`src/rtl/fetch_unit_if.sv`:
```
// Fetch unit bus bundle: instruction-memory request/response, redirect and decode handshake.
// master = fetch unit side, slave = memory/decode/branch environment side.
interface fetch_unit_if #(
  parameter int DATA_WIDTH = 32
) ();
  logic                  imem_req_valid;
  logic                  imem_req_ready;
  logic [DATA_WIDTH-1:0] imem_req_addr;
  logic                  imem_rsp_valid;
  logic [31:0]           imem_rsp_data;
  logic                  redirect_valid;
  logic [DATA_WIDTH-1:0] redirect_pc;
  logic                  id_valid;
  logic                  id_ready;
  logic [31:0]           id_inst;
  logic [DATA_WIDTH-1:0] id_pc;
  logic                  id_illegal;

  modport master (
    output imem_req_valid, imem_req_addr,
    input  imem_req_ready,
    input  imem_rsp_valid, imem_rsp_data,
    input  redirect_valid, redirect_pc,
    output id_valid, id_inst, id_pc, id_illegal,
    input  id_ready
  );

  modport slave (
    input  imem_req_valid, imem_req_addr,
    output imem_req_ready,
    output imem_rsp_valid, imem_rsp_data,
    output redirect_valid, redirect_pc,
    input  id_valid, id_inst, id_pc, id_illegal,
    output id_ready
  );
endinterface

```
`src/rtl/fetch_unit.sv`:
```
// Instruction fetch unit: credit-limited request issue, in-order response pairing, decode FIFO.
// Optional illegal-opcode flag on the FIFO head is built only when FETCH_ILLEGAL_CHECK_EN is defined.
//
// state | meaning
// BOOT  | one idle cycle after reset release, no requests issued, responses ignored
// RUN   | normal fetch operation until the next reset
module fetch_unit #(
  parameter int                    DATA_WIDTH = 32,
  parameter logic [DATA_WIDTH-1:0] RESET_PC   = '0,
  parameter int                    BUF_DEPTH  = 2
) (
  input logic          clk,
  input logic          rst_n,
  fetch_unit_if.master bus
);
  localparam int PW = $clog2(BUF_DEPTH);
  localparam int CW = PW + 1;

  typedef enum logic {BOOT, RUN} state_t;

  state_t state, state_nxt;
  logic   run;

  logic [DATA_WIDTH-1:0] fetch_pc;
  logic [CW-1:0]         out_cnt;
  logic [CW-1:0]         discard_cnt;
  logic [CW-1:0]         buf_cnt;
  logic [CW:0]           credit_used;

  logic req_valid;
  logic req_fire;
  logic rsp_fire;
  logic rsp_stale;
  logic buf_wr;
  logic buf_pop;
  logic head_valid;

  // PC of every accepted request, popped in order as responses return
  logic [DATA_WIDTH-1:0] pcq [BUF_DEPTH];
  logic [PW-1:0]         pcq_wr;
  logic [PW-1:0]         pcq_rd;

  logic [31:0]           buf_inst [BUF_DEPTH];
  logic [DATA_WIDTH-1:0] buf_pc   [BUF_DEPTH];
  logic [PW-1:0]         buf_wr_ptr;
  logic [PW-1:0]         buf_rd_ptr;

  always_ff @(posedge clk or negedge rst_n) begin
    if (!rst_n) begin
      state <= BOOT;
    end else begin
      state <= state_nxt;
    end
  end

  always_comb begin
    state_nxt = state;
    case (state)
      BOOT:    state_nxt = RUN;
      RUN:     state_nxt = RUN;
      default: state_nxt = BOOT;
    endcase
  end

  always_comb begin
    run = 1'b0;
    case (state)
      RUN:     run = 1'b1;
      default: run = 1'b0;
    endcase
  end

  // Stale requests still hold credit until their responses come back
  always_comb begin
    credit_used = {1'b0, out_cnt} + {1'b0, buf_cnt};
    req_valid   = run && !bus.redirect_valid && (credit_used < (CW+1)'(BUF_DEPTH));
    req_fire    = req_valid && bus.imem_req_ready;
    rsp_fire    = run && bus.imem_rsp_valid && (out_cnt != '0);
    rsp_stale   = bus.redirect_valid || (discard_cnt != '0);
    buf_wr      = rsp_fire && !rsp_stale;
    head_valid  = (buf_cnt != '0);
    buf_pop     = head_valid && bus.id_ready;
  end

  always_ff @(posedge clk or negedge rst_n) begin
    if (!rst_n) begin
      fetch_pc <= RESET_PC;
    end else if (bus.redirect_valid) begin
      fetch_pc <= {bus.redirect_pc[DATA_WIDTH-1:2], 2'b00};
    end else if (req_fire) begin
      fetch_pc <= fetch_pc + DATA_WIDTH'(4);
    end
  end

  always_ff @(posedge clk or negedge rst_n) begin
    if (!rst_n) begin
      out_cnt <= '0;
    end else begin
      out_cnt <= out_cnt + CW'(req_fire) - CW'(rsp_fire);
    end
  end

  // On redirect everything still in flight becomes stale, including older stale ones
  always_ff @(posedge clk or negedge rst_n) begin
    if (!rst_n) begin
      discard_cnt <= '0;
    end else if (bus.redirect_valid) begin
      discard_cnt <= out_cnt - CW'(rsp_fire);
    end else if (rsp_fire && (discard_cnt != '0)) begin
      discard_cnt <= discard_cnt - CW'(1);
    end
  end

  always_ff @(posedge clk or negedge rst_n) begin
    if (!rst_n) begin
      pcq_wr <= '0;
      pcq_rd <= '0;
    end else begin
      if (req_fire) begin
        pcq_wr <= pcq_wr + PW'(1);
      end
      if (rsp_fire) begin
        pcq_rd <= pcq_rd + PW'(1);
      end
    end
  end

  always_ff @(posedge clk) begin
    if (req_fire) begin
      pcq[pcq_wr] <= fetch_pc;
    end
  end

  // Flush drops whatever the pop in the same cycle did not already deliver
  always_ff @(posedge clk or negedge rst_n) begin
    if (!rst_n) begin
      buf_wr_ptr <= '0;
      buf_rd_ptr <= '0;
      buf_cnt    <= '0;
    end else if (bus.redirect_valid) begin
      buf_wr_ptr <= '0;
      buf_rd_ptr <= '0;
      buf_cnt    <= '0;
    end else begin
      if (buf_wr) begin
        buf_wr_ptr <= buf_wr_ptr + PW'(1);
      end
      if (buf_pop) begin
        buf_rd_ptr <= buf_rd_ptr + PW'(1);
      end
      buf_cnt <= buf_cnt + CW'(buf_wr) - CW'(buf_pop);
    end
  end

  always_ff @(posedge clk) begin
    if (buf_wr) begin
      buf_inst[buf_wr_ptr] <= bus.imem_rsp_data;
      buf_pc[buf_wr_ptr]   <= pcq[pcq_rd];
    end
  end

  assign bus.imem_req_valid = req_valid;
  assign bus.imem_req_addr  = fetch_pc;
  assign bus.id_valid       = head_valid;
  assign bus.id_inst        = head_valid ? buf_inst[buf_rd_ptr] : 32'h0;
  assign bus.id_pc          = head_valid ? buf_pc[buf_rd_ptr] : '0;

`ifdef FETCH_ILLEGAL_CHECK_EN
  logic [31:0] head_inst;
  logic        head_bad;

  always_comb begin
    head_inst = buf_inst[buf_rd_ptr];
    head_bad  = (head_inst[1:0] != 2'b11)
             || (head_inst[6:0] == 7'h00)
             || (head_inst[6:0] == 7'h7f);
  end

  assign bus.id_illegal = head_valid && head_bad;
`else
  assign bus.id_illegal = 1'b0;
`endif

endmodule
```
`src/flat_wrapper.sv`:
```
// flat-port wrapper written by rule: the top's interface ports become plain ports
module fetch_unit_flat 
#(
  parameter int                    DATA_WIDTH = 32,
  parameter logic [DATA_WIDTH-1:0] RESET_PC   = '0,
  parameter int                    BUF_DEPTH  = 2
)
  (clk, rst_n, bus_imem_req_valid, bus_imem_req_addr, bus_imem_req_ready, bus_imem_rsp_valid, bus_imem_rsp_data, bus_redirect_valid, bus_redirect_pc, bus_id_valid, bus_id_inst, bus_id_pc, bus_id_illegal, bus_id_ready);
  fetch_unit_if #(.DATA_WIDTH(DATA_WIDTH)) bus_i ();
  input logic clk;
  input logic rst_n;
  output wire logic [$bits(bus_i.imem_req_valid)-1:0] bus_imem_req_valid;
  output wire logic [$bits(bus_i.imem_req_addr)-1:0] bus_imem_req_addr;
  input wire logic [$bits(bus_i.imem_req_ready)-1:0] bus_imem_req_ready;
  input wire logic [$bits(bus_i.imem_rsp_valid)-1:0] bus_imem_rsp_valid;
  input wire logic [$bits(bus_i.imem_rsp_data)-1:0] bus_imem_rsp_data;
  input wire logic [$bits(bus_i.redirect_valid)-1:0] bus_redirect_valid;
  input wire logic [$bits(bus_i.redirect_pc)-1:0] bus_redirect_pc;
  output wire logic [$bits(bus_i.id_valid)-1:0] bus_id_valid;
  output wire logic [$bits(bus_i.id_inst)-1:0] bus_id_inst;
  output wire logic [$bits(bus_i.id_pc)-1:0] bus_id_pc;
  output wire logic [$bits(bus_i.id_illegal)-1:0] bus_id_illegal;
  input wire logic [$bits(bus_i.id_ready)-1:0] bus_id_ready;
  assign bus_imem_req_valid = bus_i.imem_req_valid;
  assign bus_imem_req_addr = bus_i.imem_req_addr;
  assign bus_i.imem_req_ready = bus_imem_req_ready;
  assign bus_i.imem_rsp_valid = bus_imem_rsp_valid;
  assign bus_i.imem_rsp_data = bus_imem_rsp_data;
  assign bus_i.redirect_valid = bus_redirect_valid;
  assign bus_i.redirect_pc = bus_redirect_pc;
  assign bus_id_valid = bus_i.id_valid;
  assign bus_id_inst = bus_i.id_inst;
  assign bus_id_pc = bus_i.id_pc;
  assign bus_id_illegal = bus_i.id_illegal;
  assign bus_i.id_ready = bus_id_ready;
  fetch_unit #(.DATA_WIDTH(DATA_WIDTH), .RESET_PC(RESET_PC), .BUF_DEPTH(BUF_DEPTH)) u_core (.clk(clk), .rst_n(rst_n), .bus(bus_i));
endmodule
```
`config.mk`:
```
export PLATFORM = sky130hd
export DESIGN_NAME = fetch_unit_flat
export DESIGN_NICKNAME = d
export VERILOG_FILES = /design/src/rtl/fetch_unit_if.sv /design/src/rtl/fetch_unit.sv /design/src/flat_wrapper.sv
export SDC_FILE = /design/constraint.sdc
export NUM_CORES = 1
export LEC_CHECK = 0
export BUFFER_PORTS_ARGS = -buffer_cell sky130_fd_sc_hd__buf_2
export CAP_MARGIN = 15
export CORE_MARGIN = 2
export CORE_UTILIZATION = 40
export CTS_BUF_LIST = sky130_fd_sc_hd__clkbuf_16
export CTS_CLUSTER_DIAMETER = 80
export DETAILED_ROUTE_END_ITERATION = 10
export GPL_TIMING_DRIVEN = 0
export SLEW_MARGIN = 5
export SYNTH_ARGS = -nofsm -noshare
export SYNTH_HDL_FRONTEND = slang
export SYNTH_SLANG_ARGS = --single-unit
```
`constraint.sdc`:
```
create_clock -name clk -period 7.59 [get_ports clk]
set_input_delay 0.759 -clock clk [delete_from_list [all_inputs] [get_ports clk]]
set_output_delay 0.759 -clock clk [all_outputs]
set_load 0.01 [all_outputs]
```
Yosys cells after proc, flatten, opt, wreduce, memory -nomap -nowiden
Memory sizes are Yosys's and may differ from the RTL's.
Index checks and enable logic that the tools add are counted.
Operators by class
  add/subtract/negate cells: 12
  $lt $le $gt $ge: 1
  mux-type cells: 16
  reductions and logical operators: 18
Operators by type and width (number)
  two-way mux 32 bit: 4
  adder 32 x 3 -> 32 bit (second input constant): 1
  nonzero test 2 bit: 7
  two-way mux 1 bit: 9
  logical AND 1 bit: 8
  two-way mux 2 bit: 3
  subtractor 2 x 1 -> 2 bit: 3
  adder 1 bit (second input constant): 4
  adder 2 x 1 -> 2 bit: 2
  adder 2 x 2 -> 3 bit: 1
  less-than comparator 3 x 2 -> 1 bit (second input constant): 1
  logical NOT 1 bit: 2
  subtractor 2 x 1 -> 2 bit (second input constant): 1
  logical OR 1 bit: 1
Storage, ports and cells
  RAM bits: 192
  flip-flop bits (word level): 43
  bits of input ports: 70
  output and inout port bits: 99
  memories: 3
Memory list
  u_core.buf_inst: words 2, width 32, rd ports 1, clocked after Yosys merged registers in 0, wr ports 1, RTL line fetch_unit.sv:43  | logic [31:0] buf_inst [BUF_DEPTH];
  u_core.buf_pc: words 2, width 32, rd ports 1, clocked after Yosys merged registers in 0, wr ports 1, RTL line fetch_unit.sv:44  | logic [DATA_WIDTH-1:0] buf_pc [BUF_DEPTH];
  u_core.pcq: words 2, width 32, rd ports 1, clocked after Yosys merged registers in 0, wr ports 1, RTL line fetch_unit.sv:39  | logic [DATA_WIDTH-1:0] pcq [BUF_DEPTH];

Longest topological paths before layout
  word-level depth: 7
  mapped depth: 8
  mapped depth without buffers: 8

Least setup slack after synthesis
OpenSTA, ideal clock, no wires.
  path type: input-to-reg
  start point: in bus_redirect_valid
  end point: mem u_core.buf_inst[0][0], enable pin
  data arrival time: 5415 ps
  data required time: 7031 ps
  stages on the path: 3
  setup slack: 1616 ps
  cells stage by stage: clkbuf_1 > clkbuf_1 > nor3_1
Between the ends
  longest elaborated chain between the ends: 5
RTL lines
  start: declaration: RTL line flat_wrapper.sv:17  | input wire logic [$bits(bus_i.redirect_valid)-1:0] bus_redirect_valid;
  logical OR 1 bit: RTL line fetch_unit.sv:79  | rsp_stale = bus.redirect_valid || (discard_cnt != '0);
  logical NOT 1 bit: RTL line fetch_unit.sv:80  | buf_wr = rsp_fire && !rsp_stale;
  logical AND 1 bit: RTL line fetch_unit.sv:80
  two-way mux 1 bit: RTL line fetch_unit.sv:156  | if (buf_wr) begin
  two-way mux 1 bit (implied by the code): RTL line fetch_unit.sv:157  | buf_inst[buf_wr_ptr] <= bus.imem_rsp_data;
  end: declaration: RTL line fetch_unit.sv:43
Every way passes these cells.

Worst setup path after layout
  start point: reg u_core.buf_rd_ptr
  end point: out bus_id_inst[26]
Between the ends
  longest elaborated chain between the ends: 2
RTL lines
  start: declaration: RTL line fetch_unit.sv:46  | logic [PW-1:0] buf_rd_ptr;
  start signal: assignment: RTL line fetch_unit.sv:149  | buf_rd_ptr <= buf_rd_ptr + PW'(1);
  memory (2 x 32 bit)
  two-way mux 32 bit: RTL line fetch_unit.sv:165  | assign bus.id_inst = head_valid ? buf_inst[buf_rd_ptr] : 32'h0;
  end: declaration: RTL line flat_wrapper.sv:20  | output wire logic [$bits(bus_i.id_inst)-1:0] bus_id_inst;
Every way passes these cells.

==> metrics <==
Initial Utilization=0.408; Clock Sinks=225; DRC errors left=0; Power, Total=3670 uW; initial antenna violation count=0; H-tree depth=1; post-route ant nets=0; GR peak layer=met2; DP HPWL=13900 um; most used cell along the critical path=clkbuf_1; Worst-Margin Slew=0.964 ns; CP Max Fanout=10; RSZ-0062 raised after global routing=no; synth warn=0; # fillers=1979; Final nets=910; worst path arrival time=2.53 ns; Die Area=24300 um2; Core Area=22600 um2; area leader, netlist=edfxtp_1; Clock Skew=0.0101 ns; setup TNS=0 ns; f_max=304 MHz; grt met3 use=0.0256; crit path to=bus_id_inst[26]; WP buf/inv=3; port bufs=160; sequential element share of the synthesized area=0.709; ys flop type=edfxtp_1; EDFF count, synth=184; Post-CTS Setup Inserts=0; vias in the first global route=5521; maximum vdd drop=0.164 mV; Final Max Slew Viols=0; Detailed Route Iter0 Violations=337; largest cells by area after synthesis=edfxtp_1, dfrtp_1, mux2i_1, nor2_1, mux2_2; crit share post-route=0.434; maxcap violations=0; met1 usage=0.227; Avg WL per Cell=17.6 um; # IOs=169; CP peak stage delay=0.70 ns; critical path, cell by cell=clkbuf_1 -> clkbuf_1 -> mux2i_1 -> nor2_1 -> buf_2; Crit path max-delay family=buffers and inverters; Root Driver=clkbuf_16; drt via density=5.09; Slowest-stage cell, CP=clkbuf_1; status=complete, no violations; hold bufs inserted after CTS=0; met2 usage in global routing=0.270; global route total overflow=0; antenna cells=0; R2R Setup Slk=4.74 ns; # setup viols final=0; share of cells above drive strength 1=0.291; Worst-Skew Late Latency=0.51 ns; static leakage=0.00423 uW; CP Depth=5; cts repair resizes=0; placer congestion estimate=0.797; # rows=55; total CTS buffers=25; GRT Util Overall=0.164; Mapped Area=9230 um2; CTS tree=built; Mapped Cells=630; drt pass-1 iters=5; Pwr per Cell Area=324 nW/um2; Post-synth top cells=edfxtp_1, nor2_1, mux2i_1; first-pass GRT wire length=30800 um; nature of the critical path endpoint=output pin; FF-to-FF End=u_core.pcq[1][30]$_DFFE_PP_; count of final hold-check violations=0; FF-to-FF Start=u_core.buf_cnt[0]$_DFF_PN0_; final wirelength=20000 um; R2R depth=6; die width=156 um; Syn Area/Cell=14.7 um2; CTS Buffer Depth=3; number of synthesized register bits=225; die height=156 um; CP Launch Type=register; Synth cell types=46; Area Growth Syn to Fin=22.5%; clock-pin slew on the worst setup and hold paths=0.06 ns; Final min period=3.29 ns; ys async rst share=0.182; hold crit path type=input pin to async pin; Crit Path Class=register to output pin; CP required=6.83 ns; worst rel slew slack=0.357; vias=5783; most numerous cell in the Yosys netlist=edfxtp_1; share of the synthesized area in the top cell type=0.598; pin count of the biggest net entering global routing=47; Critical Path Source=u_core.buf_rd_ptr$_DFFE_PN0P_
-- metrics by stage --
step	instances	instance area, um2	hold slack, ns	util	setup slack [ns]
after global routing	1136	11300	0.414	0.500	3.98
after CTS	1136	11300	0.414	0.500	4.15
final	1136	11300	0.404	0.500	4.30
after floorplan	634	9250	0.457	-	1.62
after detailed placement	1091	10600	0.496	0.466	4.67
after global placement	1079	10400	0.473	0.460	-1.67
-- flip-flops by register name, indices dropped and copies added, names as in the netlist --
signal	count
u_core.buf_pc	60
u_core.discard_cnt	2
u_core.buf_rd_ptr	1
u_core.state	1
u_core.bus.imem_req_addr	30
u_core.pcq_wr	1
u_core.buf_inst	64
u_core.pcq_rd	1
u_core.pcq	60
u_core.buf_cnt	2
u_core.buf_wr_ptr	1
u_core.out_cnt	2
-- worst min path at each step --
stage | to | cells past startpoint
final | u_core.bus.imem_req_addr[3]$_DFFE_PN0P_ | 1
after global routing | u_core.buf_inst[0][25]$_DFFE_PP_ | 1
after CTS | u_core.buf_inst[0][29]$_DFFE_PP_ | 1
after detailed placement | u_core.pcq_wr$_DFFE_PN0P_ | 1
after global placement | u_core.pcq_wr$_DFFE_PN0P_ | 1
after floorplan | u_core.buf_cnt[0]$_DFF_PN0_ | 0
-- report_power, final --
part           switching [uW]  internal [uW]  leakage [uW]  total [uW]
logic                     596            419       0.00168        1020
clock network             453            660      0.000409        1110
registers                70.3           1470       0.00214        1540
total                    1120           2550       0.00423        3670
-- layout by cell type (no fill, tap or decap), types with 9 or more instances in the layout --
master     synthesis  layout
a31oi_1           17      17
buf_2              1     161
buf_4              5      11
clkbuf_1          22      22
clkbuf_16          0      25
dfrtp_1           41      41
edfxtp_1         184     184
inv_1             10      20
mux2_2            30      30
mux2i_1           65      65
nand2_1           26      26
nand3_1            9       9
nand4_1           11      11
nor2_1            94      93
o21ai_0           13      13
o31ai_1           13      13
or4_1             15      15
xnor2_1           13      13
-- area by class of cell --
type | count | area [um2] | area share
Sequential cell | 225 | 6550 | 0.579
Multi-Input combinational cell | 364 | 2520 | 0.222
Timing Repair Buffer | 172 | 933 | 0.0825
Clock buffer | 25 | 626 | 0.0553
Tap cell | 285 | 357 | 0.0315
Buffer | 34 | 155 | 0.0137
Clock inverter | 20 | 135 | 0.0119
Inverter | 11 | 41.3 | 0.00365
-- kinds of logic (layout without fill, tap and decap cells) --
| logic type | after synthesis | after routing | synth area share |
|---|---|---|---|
| muxes | 95 | 95 | 0.107 |
| AOI/OAI and AO/OA | 51 | 51 | 0.0359 |
| and+or+nand+nor | 188 | 188 | 0.0991 |
| xor gates and xnor gates | 17 | 17 | 0.0161 |
| adders and majority gates | 7 | 7 | 0.0103 |
| buffers and inverters | 45 | 262 | 0.0213 |
| DFF | 225 | 225 | 0.709 |
| other | 2 | 6 | 0.000813 |
-- layer usage --
metal / share of wire / wire length [um]
met3: 0.055 / 1100
met2: 0.48 / 9540
met5: 0 / 0
met4: 0.020 / 402
met1: 0.45 / 8970
Power figures use the tool's default switching activity.
